===== config.mk =====
export PLATFORM = sky130hd
export DESIGN_NAME = receiving
export DESIGN_NICKNAME = d
export VERILOG_FILES = /design/src/rtl/receiving.sv
export SDC_FILE = /design/constraint.sdc
export NUM_CORES = 1
export LEC_CHECK = 0
export BUFFER_PORTS_ARGS = -buffer_cell sky130_fd_sc_hd__buf_2
export CELL_PAD_IN_SITES_DETAIL_PLACEMENT = 1
export CELL_PAD_IN_SITES_GLOBAL_PLACEMENT = 2
export CORE_MARGIN = 2
export CORE_UTILIZATION = 33
export CTS_BUF_LIST = sky130_fd_sc_hd__clkbuf_8 sky130_fd_sc_hd__clkbuf_16
export DETAILED_ROUTE_END_ITERATION = 7
export GPL_ROUTABILITY_DRIVEN = 0
export PLACE_DENSITY = 0.81
export SLEW_MARGIN = 5
export SYNTH_ARGS = -nofsm -noshare
export SYNTH_HDL_FRONTEND = slang
export SYNTH_SLANG_ARGS = --single-unit

===== constraint.sdc =====
create_clock -name clk -period 1.8 [get_ports clk]
set_clock_uncertainty 0.1 [all_clocks]
set_input_delay 0.09 -clock clk [delete_from_list [all_inputs] [get_ports clk]]
set_output_delay 0.09 -clock clk [all_outputs]
set_load 0.01 [all_outputs]

===== src/rtl/receiving.sv =====
// 16x-oversampled async serial receiver: start, 8 data bits LSB first, optional even parity, stop.
// Define RX_PARITY_EN to add the parity bit and parity_err checking.
module receiving (
  input  logic       clk,
  input  logic       reset,
  input  logic       r_enable,
  input  logic       data_in,
  input  logic       char_ack,
  output logic [7:0] data_out,
  output logic       charReceived,
  output logic       char_valid,
  output logic       frame_err,
  output logic       overrun,
  output logic       parity_err,
  output logic [2:0] fsm_state
);

  // The consumer side has no ready: a frame is offered by charReceived/char_valid and
  // retired by char_ack; accepting while char_valid is still high (and not acked) is an overrun.

`ifdef RX_PARITY_EN
  typedef enum logic [2:0] {IDLE = 3'd0, START = 3'd1, DATA = 3'd2, PARITY = 3'd3, STOP = 3'd4} state_t;
  logic par_bit;
`else
  typedef enum logic [2:0] {IDLE = 3'd0, START = 3'd1, DATA = 3'd2, STOP = 3'd4} state_t;
`endif

  state_t     state;
  logic       sync_a;
  logic       s;
  logic [3:0] cnt;
  logic [2:0] idx;
  logic [7:0] shreg;
  logic       rearm_wait;

  assign fsm_state = state;

`ifndef RX_PARITY_EN
  assign parity_err = 1'b0;
`endif

  always_ff @(posedge clk or negedge reset) begin
    if (!reset) begin
      sync_a       <= 1'b1;
      s            <= 1'b1;
      state        <= IDLE;
      cnt          <= 4'd0;
      idx          <= 3'd0;
      shreg        <= 8'h00;
      rearm_wait   <= 1'b0;
      data_out     <= 8'h00;
      charReceived <= 1'b0;
      char_valid   <= 1'b0;
      frame_err    <= 1'b0;
      overrun      <= 1'b0;
`ifdef RX_PARITY_EN
      par_bit      <= 1'b0;
      parity_err   <= 1'b0;
`endif
    end else begin
      sync_a       <= data_in;
      s            <= sync_a;
      charReceived <= 1'b0;

      if (char_ack) begin
        char_valid <= 1'b0;
        frame_err  <= 1'b0;
        overrun    <= 1'b0;
`ifdef RX_PARITY_EN
        parity_err <= 1'b0;
`endif
      end

      // After a framing error the line must return high before a new start is honoured.
      if (s) rearm_wait <= 1'b0;

      if (!r_enable) begin
        state <= IDLE;
        cnt   <= 4'd0;
        idx   <= 3'd0;
      end else begin
        case (state)
          IDLE: begin
            cnt <= 4'd0;
            idx <= 3'd0;
            if (!rearm_wait && !s) state <= START;
          end
          START: begin
            if (cnt == 4'd7) begin
              cnt <= 4'd0;
              idx <= 3'd0;
              state <= s ? IDLE : DATA;
            end else begin
              cnt <= cnt + 4'd1;
            end
          end
          DATA: begin
            if (cnt == 4'd15) begin
              cnt        <= 4'd0;
              shreg[idx] <= s;
              if (idx == 3'd7) begin
`ifdef RX_PARITY_EN
                state <= PARITY;
`else
                state <= STOP;
`endif
              end else begin
                idx <= idx + 3'd1;
              end
            end else begin
              cnt <= cnt + 4'd1;
            end
          end
`ifdef RX_PARITY_EN
          PARITY: begin
            if (cnt == 4'd15) begin
              cnt     <= 4'd0;
              par_bit <= s;
              state   <= STOP;
            end else begin
              cnt <= cnt + 4'd1;
            end
          end
`endif
          STOP: begin
            if (cnt == 4'd15) begin
              cnt   <= 4'd0;
              state <= IDLE;
              if (s) begin
                data_out     <= shreg;
                charReceived <= 1'b1;
                char_valid   <= 1'b1;
                if (char_valid && !char_ack) overrun <= 1'b1;
`ifdef RX_PARITY_EN
                if ((^shreg) != par_bit) parity_err <= 1'b1;
`endif
              end else begin
                frame_err  <= 1'b1;
                rearm_wait <= 1'b1;
              end
            end else begin
              cnt <= cnt + 4'd1;
            end
          end
          default: state <= IDLE;
        endcase
      end
    end
  end

endmodule


==> results.md <==
* Final hold vios at 0
* Lkg Pwr at 0.994 nW
* Crit Path Class: flip-flop to flip-flop
* Antenna cells at 0
* Root buffer cell: clkbuf_8
* Yosys top cell by area: dfrtp_1
* Part of the cycle the worst path needs at 105%
* Final setup viols at 2
* Initial antenna violation count at 0
* CTS tree: built
* Final Power at 1.59 mW
* Syn-to-layout area delta at 26.4%
* Worst reg2reg setup slack at -0.08 ns
* Maxcap violations at 0
* Required time of the critical path at 1.87 ns
* Startpoint Class: flip-flop
* Drt wl/cell at 14.5 microns
* # port buffers at 19
* DR DRC count at 0
* Reg2reg path depth at 5
* WP data arrival at 1.95 ns
* RSZ-0062 raised after global routing: true
* Gate Count Post-Synth at 142
* RR Endpoint: fsm_state[1]$_DFFE_PN0P_
* Largest net degree at the start of global routing at 34
* Worst R2R Start: cnt[1]$_DFFE_PN0P_
* Post-synthesis average cell area at 11.3 sq um
* Grt met1 use at 18.7%
* Power Density at 783 nW/um^2
* CP max stage cell: dfrtp_1
* Hold depth at 3
* Netlist cell types at 46
* FFs w/ async S/R, synth at 100%
* Num rows at 25
* Vias in the first global route at 1314
* Clock Latency Late Sink at 0.28 ns
* Mapped Area at 1610 sq um
* Crit path time final at 1.88 ns
* Status: complete, but fails checks
* Met3 usage at 3.29%
* Final Max Slew Viols at 0
* Layout cell share with drive strength beyond 1 at 37.5%
* DR pass1 iterations at 4
* Total CTS buffers at 5
* Via count at 1276
* Final nets at 191
* Met2 Usage GRT at 25.6%
* Most common flop cell mapped by yosys: dfrtp_1
* Full die area at 5450 sq um
* Inst Count DP at 240
* Critical path capture point type: flip-flop
* Rel. slew slack at 51.8%
* Initial DRC count at 54
* Io pins at 21
* Final WS setup at -0.0845 ns
* Post-synth EDFFs at 0
* Starting Density at 34.1%
* Max clock buf depth at 2
* Total track usage at 15.0%
* Final HPWL DP at 2.73 mm
* Maximum clock rate at 531 MHz
* DRT Wirelength at 3.64 mm
* Worst hold start: r_enable
* Register area share after synthesis at 51.4%
* Synth Warn # at 0
* Syn Nets at 150
* Top Usage Layer GRT: met2
* Vias per cell at 5.08
* Crit-path cells: ha_2 -> and4b_4 -> a2111o_1 -> a2bb2oi_2 -> mux2_4
* CTS sink cnt at 33
* Die X-Extent at 73.9 microns
* Total core area at 4720 sq um
* Remaining antenna violation count at 0
* Final setup TNS at -0.0941 ns
* Hold Path End: cnt[2]$_DFFE_PN0P_
* Failing checks: setup timing
* Worst Path Max Fanout at 4
* Worst Tran Pin Value at 0.723 ns
* Clk slew on worst S/H paths at 0.07 ns
* Die height at 73.9 microns
* Slowest stage delay, CP at 0.38 ns
* Synth Register Bits at 33
* H-tree Lvls at 2
* First-pass GRT wire length at 6.31 mm
* Synth top area cells: dfrtp_1, mux2_1, mux2_2
* Worst vdd ir at 329 uV
* Grt total ovfl at 0
* Post-synth top area share at 48.2%
* Worst min-delay path category: input port to flip-flop
* Finished Layout Cells at 251
-- state kept, by name (all words and copies together) (netlist names) --
register,flops
data_out,8
idx,3
rearm_wait,1
s,1
char_valid,1
fsm_state,3
sync_a,1
shreg,8
cnt,4
overrun,1
frame_err,1
charReceived,1
-- layer usage --
layer / routed length [microns] / share of wire (%)
met1: 1610 / 44
met2: 1930 / 53
met3: 75 / 2.1
met4: 25 / 0.69
met5: 0 / 0
-- synth_stat cells, types with 2 or more instances --
| master | number |
|---|---|
| a21o_1 | 2 |
| a21oi_1 | 5 |
| a32o_1 | 2 |
| and3_1 | 2 |
| buf_4 | 2 |
| clkbuf_1 | 3 |
| dfrtp_1 | 31 |
| dfstp_2 | 2 |
| ha_1 | 3 |
| inv_1 | 3 |
| mux2_1 | 8 |
| mux2_2 | 7 |
| nand2_1 | 9 |
| nand2b_1 | 3 |
| nand3_1 | 2 |
| nand3b_1 | 2 |
| nand4bb_1 | 2 |
| nor2_1 | 10 |
| nor2b_1 | 2 |
| nor3_1 | 5 |
| nor4_1 | 4 |
| o211ai_1 | 2 |
| o21ai_0 | 5 |
| o22ai_1 | 2 |
| o31ai_1 | 3 |
-- critical path: cells and delay by family (launching register included) --
family | cells | cell delay [ns]
AO/OA/AOI/OAI | 2 | 0.57
flip-flops | 1 | 0.38
multiplexers | 1 | 0.31
adder cells (fa/ha/maj) | 1 | 0.21
AND/OR/NAND/NOR | 1 | 0.20
-- report_power, final --
group	switching [mW]	leakage (nW)	total, mW	internal [mW]
registers	0.0315	0.452	0.794	0.763
clock network	0.266	0.0439	0.532	0.266
logic	0.144	0.498	0.268	0.124
-- kinds of logic after synthesis --
kind of cell             synth area share [%]
AO/OA/AOI/OAI                            14.3
adder cells (fa/ha/maj)                  2.95
multiplexers                             10.5
flip-flops                               51.4
AND/OR/NAND/NOR                          17.2
other                                   0.233
buffers and inverters                    3.34
-- cell usage in the layout, fill, tap and decap left out, types with 3 or more instances in the layout --
cell / n
mux2_1: 7
inv_1: 3
buf_2: 19
nand2_1: 9
clkbuf_8: 5
nor4_1: 3
nand2b_1: 3
nor3_1: 4
nor2_1: 9
dfrtp_1: 31
dlygate4sd3_1: 3
a21oi_1: 4
buf_4: 19
mux2_2: 7
o21ai_0: 5
-- final cells by class --
class / count / area (sq um)
Fill cell: 527 / 2690
Sequential cell: 33 / 828
Multi-Input combinational cell: 99 / 758
Timing Repair Buffer: 41 / 268
Tap cell: 67 / 83.8
Clock buffer: 5 / 68.8
Clock inverter: 3 / 17.5
Inverter: 3 / 11.3
-- timing repair --
| item | CTS | global route |
|---|---|---|
| hold buffers | 3 | 0 |
| gates cloned | 0 | 0 |
| pin swaps | 0 | 1 |
| resized for setup | 1 | 6 |
| hold endpoints to repair | 33 | 0 |
| setup endpoints to repair | 1 | 20 |
| setup buffers | 0 | 1 |
-- through the flow --
step	hold WS (ns)	instance area [sq um]	setup WS (ns)	util (%)
2_1_floorplan	-0.306	1610	-0.0344	-
3_3_place_gp	0.0822	1890	-0.0332	40.1
3_5_place_dp	0.0938	1890	-0.0791	40.1
4_1_cts	0.0892	2010	-0.0832	42.6
5_1_grt	0.102	2040	-0.156	43.1
6_report	0.0977	2040	-0.0845	43.1
-- how the worst max path moves through the flow --
| stage | startpoint | to | slack [ns] | cells after the start |
|---|---|---|---|---|
| 4_1_cts | cnt[1]$_DFFE_PN0P_ | fsm_state[1]$_DFFE_PN0P_ | -0.08 | 5 |
| 3_5_place_dp | cnt[1]$_DFFE_PN0P_ | fsm_state[1]$_DFFE_PN0P_ | -0.08 | 5 |
| 5_1_grt | cnt[1]$_DFFE_PN0P_ | fsm_state[1]$_DFFE_PN0P_ | -0.16 | 5 |
| 6_report | cnt[1]$_DFFE_PN0P_ | fsm_state[1]$_DFFE_PN0P_ | -0.08 | 5 |
| 2_1_floorplan | cnt[0]$_DFFE_PN0P_ | fsm_state[1]$_DFFE_PN0P_ | -0.03 | 5 |
| 3_3_place_gp | cnt[1]$_DFFE_PN0P_ | fsm_state[1]$_DFFE_PN0P_ | -0.03 | 5 |
No activity file was read; power rests on OpenSTA's default activity.
